File: config.mk
export PLATFORM = sky130hd
export DESIGN_NAME = multi_alarm_clock
export DESIGN_NICKNAME = d
export VERILOG_FILES = /design/src/rtl/multi_alarm_clock.sv
export SDC_FILE = /design/constraint.sdc
export NUM_CORES = 1
export LEC_CHECK = 0
export CORE_MARGIN = 4
export CORE_UTILIZATION = 50
export DETAILED_ROUTE_END_ITERATION = 12
export PLACE_DENSITY = 0.7
export SYNTH_ARGS = -nofsm -noshare
export SYNTH_HDL_FRONTEND = slang
export SYNTH_SLANG_ARGS = --single-unit
File: constraint.sdc
create_clock -name clk -period 2.7 [get_ports clk]
set_input_delay 0.405 -clock clk [delete_from_list [all_inputs] [get_ports clk]]
set_output_delay 0.405 -clock clk [all_outputs]
set_load 0.02 [all_outputs]
File: src/rtl/multi_alarm_clock.sv
// multi_alarm_clock: BCD 24h clock with N alarm slots,
// snooze, ring timeout and a gated square-wave tone.
module multi_alarm_clock #(
  parameter int CLK_HZ = 100_000_000,
  parameter int N_ALARMS = 4,
  parameter int SNOOZE_MIN = 5,
  parameter int RING_TIMEOUT_MIN = 10,
  parameter int TONE_DIV = 113_636,
  localparam int IW = $clog2(N_ALARMS)
) (
  input  logic          clk,
  input  logic          rstn,
  input  logic          load,
  input  logic [3:0]    hourdec_init,
  input  logic [3:0]    hourone_init,
  input  logic [3:0]    mindec_init,
  input  logic [3:0]    minone_init,
  input  logic          bud_en,
  input  logic          alarm_wr,
  input  logic [IW-1:0] alarm_idx,
  input  logic          alarm_en_in,
  input  logic [3:0]    hourdec_bud,
  input  logic [3:0]    hourone_bud,
  input  logic [3:0]    mindec_bud,
  input  logic [3:0]    minone_bud,
  input  logic          off_bud,
  input  logic          snooze,
  output logic [3:0]    hourdec_now,
  output logic [3:0]    hourone_now,
  output logic [3:0]    mindec_now,
  output logic [3:0]    minone_now,
  output logic [5:0]    sec_now,
  output logic          sec_tick,
  output logic          ringing,
  output logic          snoozing,
  output logic [IW-1:0] ring_idx,
  output logic          aud_pwm
);

  localparam int PW = $clog2(CLK_HZ);
  localparam int TW = $clog2(TONE_DIV + 1);
  localparam logic [PW-1:0] P_MAX = PW'(CLK_HZ - 1);
  localparam logic [PW-1:0] P_HALF = PW'(CLK_HZ / 2);
  localparam logic [TW-1:0] T_MAX = TW'(TONE_DIV - 1);
  localparam logic [11:0] RING_LIM = 12'(RING_TIMEOUT_MIN * 60);
  localparam logic [11:0] SNZ_LEN = 12'(SNOOZE_MIN * 60);

  typedef enum logic [1:0] {IDLE, RING, SNOOZE} state_e;

  function automatic logic bcd_ok(
    logic [3:0] a, logic [3:0] b,
    logic [3:0] c, logic [3:0] d);
    return a <= 4'd2 && b <= 4'd9 &&
           c <= 4'd5 && d <= 4'd9 &&
           !(a == 4'd2 && b > 4'd3);
  endfunction

  logic [PW-1:0] presc_q, presc_d;
  logic [3:0]    hd_q, hd_d, ho_q, ho_d;
  logic [3:0]    md_q, md_d, mo_q, mo_d;
  logic [5:0]    sec_q, sec_d;
  logic          tick_q, tick_d;
  logic          load_ok;

  assign load_ok = load && bcd_ok(hourdec_init,
    hourone_init, mindec_init, minone_init);

  always_comb begin
    presc_d = presc_q + 1'b1;
    hd_d = hd_q;
    ho_d = ho_q;
    md_d = md_q;
    mo_d = mo_q;
    sec_d = sec_q;
    tick_d = 1'b0;
    if (load_ok) begin
      presc_d = '0;
      hd_d = hourdec_init;
      ho_d = hourone_init;
      md_d = mindec_init;
      mo_d = minone_init;
      sec_d = '0;
    end else if (presc_q == P_MAX) begin
      presc_d = '0;
      tick_d = 1'b1;
      if (sec_q != 6'd59) sec_d = sec_q + 6'd1;
      else begin
        sec_d = '0;
        if (mo_q != 4'd9) mo_d = mo_q + 4'd1;
        else begin
          mo_d = '0;
          if (md_q != 4'd5) md_d = md_q + 4'd1;
          else begin
            md_d = '0;
            if (hd_q == 4'd2 && ho_q == 4'd3) begin
              hd_d = '0;
              ho_d = '0;
            end else if (ho_q == 4'd9) begin
              ho_d = '0;
              hd_d = hd_q + 4'd1;
            end else ho_d = ho_q + 4'd1;
          end
        end
      end
    end
  end

  always_ff @(posedge clk or negedge rstn) begin
    if (!rstn) begin
      presc_q <= '0;
      hd_q <= '0;
      ho_q <= '0;
      md_q <= '0;
      mo_q <= '0;
      sec_q <= '0;
      tick_q <= 1'b0;
    end else begin
      presc_q <= presc_d;
      hd_q <= hd_d;
      ho_q <= ho_d;
      md_q <= md_d;
      mo_q <= mo_d;
      sec_q <= sec_d;
      tick_q <= tick_d;
    end
  end

  logic        al_en_q [N_ALARMS];
  logic [15:0] al_t_q [N_ALARMS];

  always_ff @(posedge clk or negedge rstn) begin
    if (!rstn) begin
      for (int i = 0; i < N_ALARMS; i++) begin
        al_en_q[i] <= 1'b0;
        al_t_q[i] <= '0;
      end
    end else begin
      for (int i = 0; i < N_ALARMS; i++)
        if (alarm_wr && alarm_idx == IW'(i)) begin
          al_en_q[i] <= alarm_en_in;
          al_t_q[i] <= {hourdec_bud, hourone_bud,
                        mindec_bud, minone_bud};
        end
    end
  end

  // Clock time is always valid BCD, so invalid slots never compare equal.
  logic          hit;
  logic [IW-1:0] hit_idx;

  always_comb begin
    hit = 1'b0;
    hit_idx = '0;
    for (int i = N_ALARMS - 1; i >= 0; i--)
      if (al_en_q[i] && al_t_q[i] == {hd_q, ho_q, md_q, mo_q}) begin
        hit = 1'b1;
        hit_idx = IW'(i);
      end
  end

  logic [2:0] off_s_q, snz_s_q;
  logic       off_e, snz_e;

  always_ff @(posedge clk or negedge rstn) begin
    if (!rstn) begin
      off_s_q <= '0;
      snz_s_q <= '0;
    end else begin
      off_s_q <= {off_s_q[1:0], off_bud};
      snz_s_q <= {snz_s_q[1:0], snooze};
    end
  end

  assign off_e = off_s_q[1] && !off_s_q[2];
  assign snz_e = snz_s_q[1] && !snz_s_q[2];

  state_e        state_q, state_d;
  logic [IW-1:0] ring_idx_q, ring_idx_d;
  logic [11:0]   ring_sec_q, ring_sec_d;
  logic [11:0]   snz_sec_q, snz_sec_d;
  logic          kill;

  assign kill = !bud_en || (alarm_wr && !alarm_en_in &&
                alarm_idx == ring_idx_q);

  always_ff @(posedge clk or negedge rstn) begin
    if (!rstn) begin
      state_q <= IDLE;
      ring_idx_q <= '0;
      ring_sec_q <= '0;
      snz_sec_q <= '0;
    end else begin
      state_q <= state_d;
      ring_idx_q <= ring_idx_d;
      ring_sec_q <= ring_sec_d;
      snz_sec_q <= snz_sec_d;
    end
  end

  always_comb begin
    state_d = state_q;
    ring_idx_d = ring_idx_q;
    ring_sec_d = ring_sec_q;
    snz_sec_d = snz_sec_q;
    unique case (state_q)
      IDLE:
        if (tick_q && sec_q == '0 && bud_en && hit) begin
          state_d = RING;
          ring_idx_d = hit_idx;
          ring_sec_d = '0;
        end
      RING:
        if (kill || off_e) state_d = IDLE;
        else if (snz_e) begin
          state_d = SNOOZE;
          snz_sec_d = SNZ_LEN;
        end else if (tick_q) begin
          ring_sec_d = ring_sec_q + 12'd1;
          if (ring_sec_d == RING_LIM) state_d = IDLE;
        end
      SNOOZE:
        if (kill || off_e) state_d = IDLE;
        else if (tick_q) begin
          snz_sec_d = snz_sec_q - 12'd1;
          if (snz_sec_d == '0) begin
            state_d = RING;
            ring_sec_d = '0;
          end
        end
      default: state_d = IDLE;
    endcase
  end

  logic [TW-1:0] tone_cnt_q;
  logic          tone_q;

  always_ff @(posedge clk or negedge rstn) begin
    if (!rstn) begin
      tone_cnt_q <= '0;
      tone_q <= 1'b0;
    end else if (state_q != RING) begin
      tone_cnt_q <= '0;
      tone_q <= 1'b0;
    end else if (tone_cnt_q == T_MAX) begin
      tone_cnt_q <= '0;
      tone_q <= !tone_q;
    end else tone_cnt_q <= tone_cnt_q + 1'b1;
  end

  always_comb begin
    ringing = state_q == RING;
    snoozing = state_q == SNOOZE;
    aud_pwm = ringing && tone_q && presc_q < P_HALF;
  end

  assign hourdec_now = hd_q;
  assign hourone_now = ho_q;
  assign mindec_now = md_q;
  assign minone_now = mo_q;
  assign sec_now = sec_q;
  assign sec_tick = tick_q;
  assign ring_idx = ring_idx_q;

endmodule

After elaboration in Yosys (flattened, before gate mapping)

Cells that the tools add are included.

$add $sub $neg: 9
Multiply operators: 0
Div/mod/pow operators: 0
Magnitude comparators: 6
Equal/unequal tests: 36
Shift-type cells: 0
Mux-type cells: 64
Bitwise operators: 0
Reductions and logical operators: 49

Operators by type and width:

| operator                                                      | count |
|---|---|
| two-way mux 12 bit                                            | 11 |
| two-way mux 4 bit                                             | 23 |
| equality test 16 bit                                          | 4 |
| two-way mux 27 bit                                            | 2 |
| one-hot mux 12 bit (3 select lines)                           | 1 |
| two-way mux 17 bit                                            | 2 |
| adder 27 x 1 -> 27 bit (second input constant)                | 1 |
| equality test 27 bit (second input constant)                  | 1 |
| less-than comparator 27 x 26 -> 1 bit (second input constant) | 1 |
| logical AND 1 bit                                             | 24 |
| two-way mux 2 bit                                             | 12 |
| one-hot mux 12 bit (2 select lines)                           | 1 |
| two-way mux 6 bit                                             | 3 |
| adder 17 x 1 -> 17 bit (second input constant)                | 1 |
| equality test 17 bit (second input constant)                  | 1 |
| adder 4 x 1 -> 4 bit (second input constant)                  | 4 |
| AND reduction 5 bit                                           | 3 |
| inequality test 2 bit (second input constant)                 | 7 |
| adder 12 x 1 -> 12 bit (second input constant)                | 1 |
| equality test 12 x 10 -> 1 bit (second input constant)        | 1 |
| equality test 4 x 2 -> 1 bit (second input constant)          | 3 |
| logical NOT 12 bit                                            | 1 |
| subtractor 12 x 1 -> 12 bit (second input constant)           | 1 |
| inequality test 2 x 1 -> 1 bit (second input constant)        | 5 |
| other kinds (26)                                              | 50 |

Bits in registers: 170
Latch bits: 0
RAM bits: 0
Memory bits (read-only): 0
Output and inout bits: 28
Logic and storage cells: 187
Memories kept: 0

Logic depth before layout (Yosys ltp)

Word-level depth: 9
Depth in mapped cells: 11
Depth with buffers taken out: 9

Worst setup path after synthesis

Ideal clock, no wire load.

Kind: reg-to-reg
Start point: reg snz_sec_q[0]
End point: reg ring_sec_q[1]
Setup time: 0.121 ns
Arrival: 2.286 ns
Data required time: 2.579 ns
Slack: 0.293 ns
Stages on the path, launching flop included: 12
Path through: dfrtp_1 > inv_1 > ha_1 > buf_2 > or4b_1 > mux2i_1 > a21oi_1 > nor3b_2 > a41oi_1 > a21o_1 > buf_6 > a22o_1

Cells in the longest elaborated chain, start to end: 4

Ends and longest elaborated chain:

| item                                            | RTL line | source |
|---|---|---|
| from (decl)                                     | 180      | `logic [11:0] snz_sec_q, snz_sec_d;` |
| from (signal assigned)                          | 196      | `snz_sec_q <= snz_sec_d;` |
| subtractor 12 x 1 -> 12 bit                     | 224      | `snz_sec_d = snz_sec_q - 12'd1;` |
| logical NOT 12 bit                              | 225      | `if (snz_sec_d == '0) begin` |
| inequality test 2 x 1 -> 1 bit (no source line) | -        |  |
| AND reduction 8 bit (no source line)            | -        |  |
| to (signal assigned)                            | 195      | `ring_sec_q <= ring_sec_d;` |
| to (decl)                                       | 179      | `logic [11:0] ring_sec_q, ring_sec_d;` |

Every way passes these cells.
A chain may end at the register's enable or synchronous reset.

Final worst setup path

Start point: reg presc_q[8]
End point: out aud_pwm

Cells in the longest elaborated chain, start to end: 2

Ends and longest elaborated chain:

| item                                  | RTL line | source |
|---|---|---|
| from (decl)                           | 58       | `logic [PW-1:0] presc_q, presc_d;` |
| from (signal assigned)                | 118      | `presc_q <= presc_d;` |
| less-than comparator 27 x 26 -> 1 bit | 253      | `aud_pwm = ringing && tone_q && presc_q < P_HALF;` |
| logical AND 1 bit                     | 253      |  |
| to (decl)                             | 37       | `output logic aud_pwm` |

Every way passes these cells.

==> impl_results.md <==
- Final setup margin: 0.154 ns
- First-pass GRT wire length: 33700 um
- # rows: 48
- Post-synth EDFFs: 0
- Pins Over Slew Limit: 0
- Crit path kind: flip-flop to primary output
- Hold Path Depth: 0
- Vias per cell: 5.61
- Overall Global Routing Usage: 0.212
- Post-route ant nets: 0
- Seq pwr share: 0.437
- Placer Congestion: 0.836
- Num ports: 70
- CTS Buf Count: 17
- CTS root buffer: clkbuf_16
- Worst skew pair latency: 0.43 ns
- Placed Area: 9990 um2
- Final worst-path cycle share: 0.943
- Worst path arrival time: 2.14 ns
- Seq/Total Area, Yosys: 0.476
- Unrepaired setup endpoints after global routing: no
- Clock power share: 0.362
- Vias in the first global route: 6366
- Tot Pwr: 7.43 mW
- I/O Buffers: 69
- Type of origin of the critical path: flip-flop
- Avg WL per Cell: 17.2 um
- Top FF cell, synth: dfrtp_1
- Mean Syn Cell Area: 10.2 um2
- Total negative slack: 0 ns
- Worst slack, placed: 0.137 ns
- Relative slew slack: 0.572
- WHS: 0.354 ns
- Routed WL: 20500 um
- Maximum vdd drop: 0.577 mV
- Worst-path clk slew: 0.07 ns
- Final Critical Period: 2.55 ns
- Layout cell share with drive strength beyond 1: 0.160
- YS warnings: 0
- Routed via count: 6704
- Setup crit end: aud_pwm
- Cell area after synthesis: 8930 um2
- Die width: 142 um
- Combinational power share: 0.201
- Fin area: 10700 um2
- FF-to-FF Start: snz_sec_q[1]$_DFFE_PN0P_
- Worst setup startpoint: presc_q[8]$_DFF_PN0_
- Syn_nets: 928
- PwrDens: 697 nW/um2
- CTS tree: built
- Post-synth ARST share: 1.00
- DIE AREA: 20100 um2
- F_max: 0.393 GHz
- Layout area overhead: 19.4%
- DR DRC count: 0
- Placed cell count: 1161
- Non-filler cells, final: 1195
- #FFs+latches synth: 170
- Worst r2r dst: ring_sec_q[9]$_DFFE_PN0P_
- Critical path peak fanout: 5
- P_int: 5.26 mW
- Skew final: 0.0110 ns
- Max-cap violations: 0
- P_sw: 2.17 mW
- Gate Count Post-Synth: 875
- Worst R2R Setup Slack: 0.21 ns
- Initial Util: 0.513
- Nets: 1010
- GR Overflow Total: 0
- Hold Violations, Final: 0
- Largest net degree at the start of global routing: 56
- Post-layout util: 0.612
- HPWL after detailed placement: 14600 um
- CP required: 2.30 ns
- Distinct cells, synth: 62
- Antenna fix cells: 0
- FF-to-FF path depth: 9
- Run status: completed
- Switching fraction of total power: 0.292
- Crit end category: primary output
- H-tree levels: 4
- Final setup fails: 0
- Clk sinks: 170
- Initial antenna violation count: 0
- Cell leakage power: 4.40 nW
- Die Span Y: 142 um
- Starting DRT DRC Count: 407
- Actual slew at the worst max-slew pin: 0.634 ns
- First drt pass iteration count: 4
- Hold crit path type: flip-flop to flip-flop
- CTS Buffer Depth: 2
- Core Area: 17400 um2
[cells in the mapped netlist (2+ instances only)]
cell | number | area (um2)
nand2b_1 | 8 | 50.1
nor3b_1 | 3 | 22.5
nor4b_1 | 5 | 43.8
nor4bb_1 | 2 | 20.0
and2_1 | 4 | 25.0
nor2b_1 | 6 | 37.5
or3_1 | 5 | 31.3
inv_1 | 22 | 82.6
o2bb2ai_1 | 5 | 43.8
nand3_1 | 40 | 200
nand4_1 | 27 | 169
mux2i_1 | 5 | 50.1
nor4_4 | 2 | 42.5
nor2_1 | 101 | 379
or4b_1 | 2 | 20.0
o21a_1 | 5 | 37.5
o22a_1 | 2 | 17.5
a21o_1 | 6 | 45.0
o22ai_1 | 3 | 18.8
o31ai_1 | 10 | 75.1
and3_1 | 16 | 100
nand2_1 | 62 | 233
xor2_1 | 28 | 245
clkbuf_1 | 19 | 71.3
xnor2_1 | 88 | 771
dfrtp_1 | 170 | 4250
nor4_1 | 8 | 50.1
buf_2 | 21 | 105
or2_2 | 3 | 18.8
or4_1 | 2 | 15.0
a22o_1 | 2 | 17.5
a31oi_1 | 7 | 43.8
nand3b_1 | 4 | 30.0
o211ai_1 | 2 | 15.0
ha_1 | 11 | 138
and3_4 | 2 | 22.5
o21ai_0 | 32 | 160
nor3_1 | 18 | 90.1
and4_1 | 3 | 26.3
a21oi_1 | 23 | 115
mux2_2 | 70 | 788
[registers in the layout (all words and copies together) (netlist names), 3 cells and up]
signal and count:
hourone_now 4, presc_q 27, tone_cnt_q 17, minone_now 4, hourdec_now 4, mindec_now 4, ring_sec_q 12, snz_sec_q 12
al_en_q 4, al_t_q 64, off_s_q 3, snz_s_q 3, sec_now 6
[repair_timing]
item,4_1_cts,5_1_grt
endpoints found under the hold margin,52,0
resized for setup,3,3
hold buffers,1,0
pin swaps,0,1
setup buffers,0,1
endpoints found under the setup margin,1,2
[power groups by stage]
stage / logic, mW / clock network [mW] / registers (mW)
6_report: 1.49 / 2.69 / 3.25
5_1_grt: 1.63 / 2.86 / 3.30
4_1_cts: 1.50 / 2.74 / 3.25
3_5_place_dp: 1.48 / 0 / 3.29
3_3_place_gp: 1.47 / 0 / 3.29
2_1_floorplan: 0.972 / 0 / 3.20
[layout by cell type, fill, tap and decap left out, types with 3 or more instances in the layout]
| cell | n |
|---|---|
| dfrtp_1 | 169 |
| nor2_1 | 101 |
| xnor2_1 | 88 |
| mux2_2 | 70 |
| clkdlybuf4s50_1 | 67 |
| nand2_1 | 62 |
| nand3_1 | 40 |
| buf_4 | 32 |
| o21ai_0 | 31 |
| xor2_1 | 28 |
| nand4_1 | 27 |
| a21oi_1 | 23 |
| inv_1 | 22 |
| nor3_1 | 18 |
| clkbuf_16 | 17 |
| and3_1 | 16 |
| ha_1 | 11 |
| o31ai_1 | 10 |
| nand2b_1 | 8 |
| nor4_1 | 8 |
| a31oi_1 | 7 |
| nor2b_1 | 6 |
| nor4b_1 | 5 |
| o21a_1 | 5 |
| or3_1 | 5 |
| mux2i_1 | 5 |
| a21o_1 | 5 |
| o2bb2ai_1 | 5 |
| inv_6 | 5 |
| and2_1 | 4 |
| nand3b_1 | 4 |
| bufinv_16 | 4 |
| or2_2 | 3 |
| and4_1 | 3 |
| o22ai_1 | 3 |
| clkinv_4 | 3 |
| inv_8 | 3 |
[cell families (layout without fill, tap and decap cells)]
group           after synthesis  count (layout)  synth area share
compound gates              109             109            0.0772
xor+xnor                    116             116             0.114
fa+ha+maj                    11              11            0.0154
buf+inv                      64             159            0.0307
flops                       170             170             0.476
mux                          75              75            0.0939
simple gates                330             330             0.193
[area by class of cell]
type / count / area (um2)
inverters: 23 / 86.3
clock inverters: 15 / 224
fillers: 1439 / 6750
clock buffers: 17 / 425
repair buffers: 104 / 983
flip-flops and latches: 170 / 4260
multi-input cells: 641 / 4410
well taps: 225 / 282
[critical path, stage by stage, from the launching register on]
cell,delay (ns)
dfrtp_2,0.45
nor4_4,0.31
a21oi_1,0.11
o21ai_1,0.14
a21oi_1,0.08
o21ai_0,0.15
and4b_1,0.21
clkdlybuf4s15_2,0.26
[worst min-delay path by stage]
stage                                  end                 start
floorplan           al_en_q[0]$_DFFE_PN0P_                  rstn
global placement      snz_s_q[1]$_DFF_PN0_  snz_s_q[0]$_DFF_PN0_
detailed placement    snz_s_q[1]$_DFF_PN0_  snz_s_q[0]$_DFF_PN0_
CTS                   off_s_q[1]$_DFF_PN0_  off_s_q[0]$_DFF_PN0_
global route          off_s_q[1]$_DFF_PN0_  off_s_q[0]$_DFF_PN0_
finish                snz_s_q[1]$_DFF_PN0_  snz_s_q[0]$_DFF_PN0_
[layer usage]
metal	up-vias	GRT usage	routed length [um]
li1	3218	-	-
met4	0	0.0576	276
met1	3299	0.315	9880
met2	160	0.320	9390
met5	-	0	0
met3	27	0.0425	985
No activity file was read; power rests on OpenSTA's default activity.
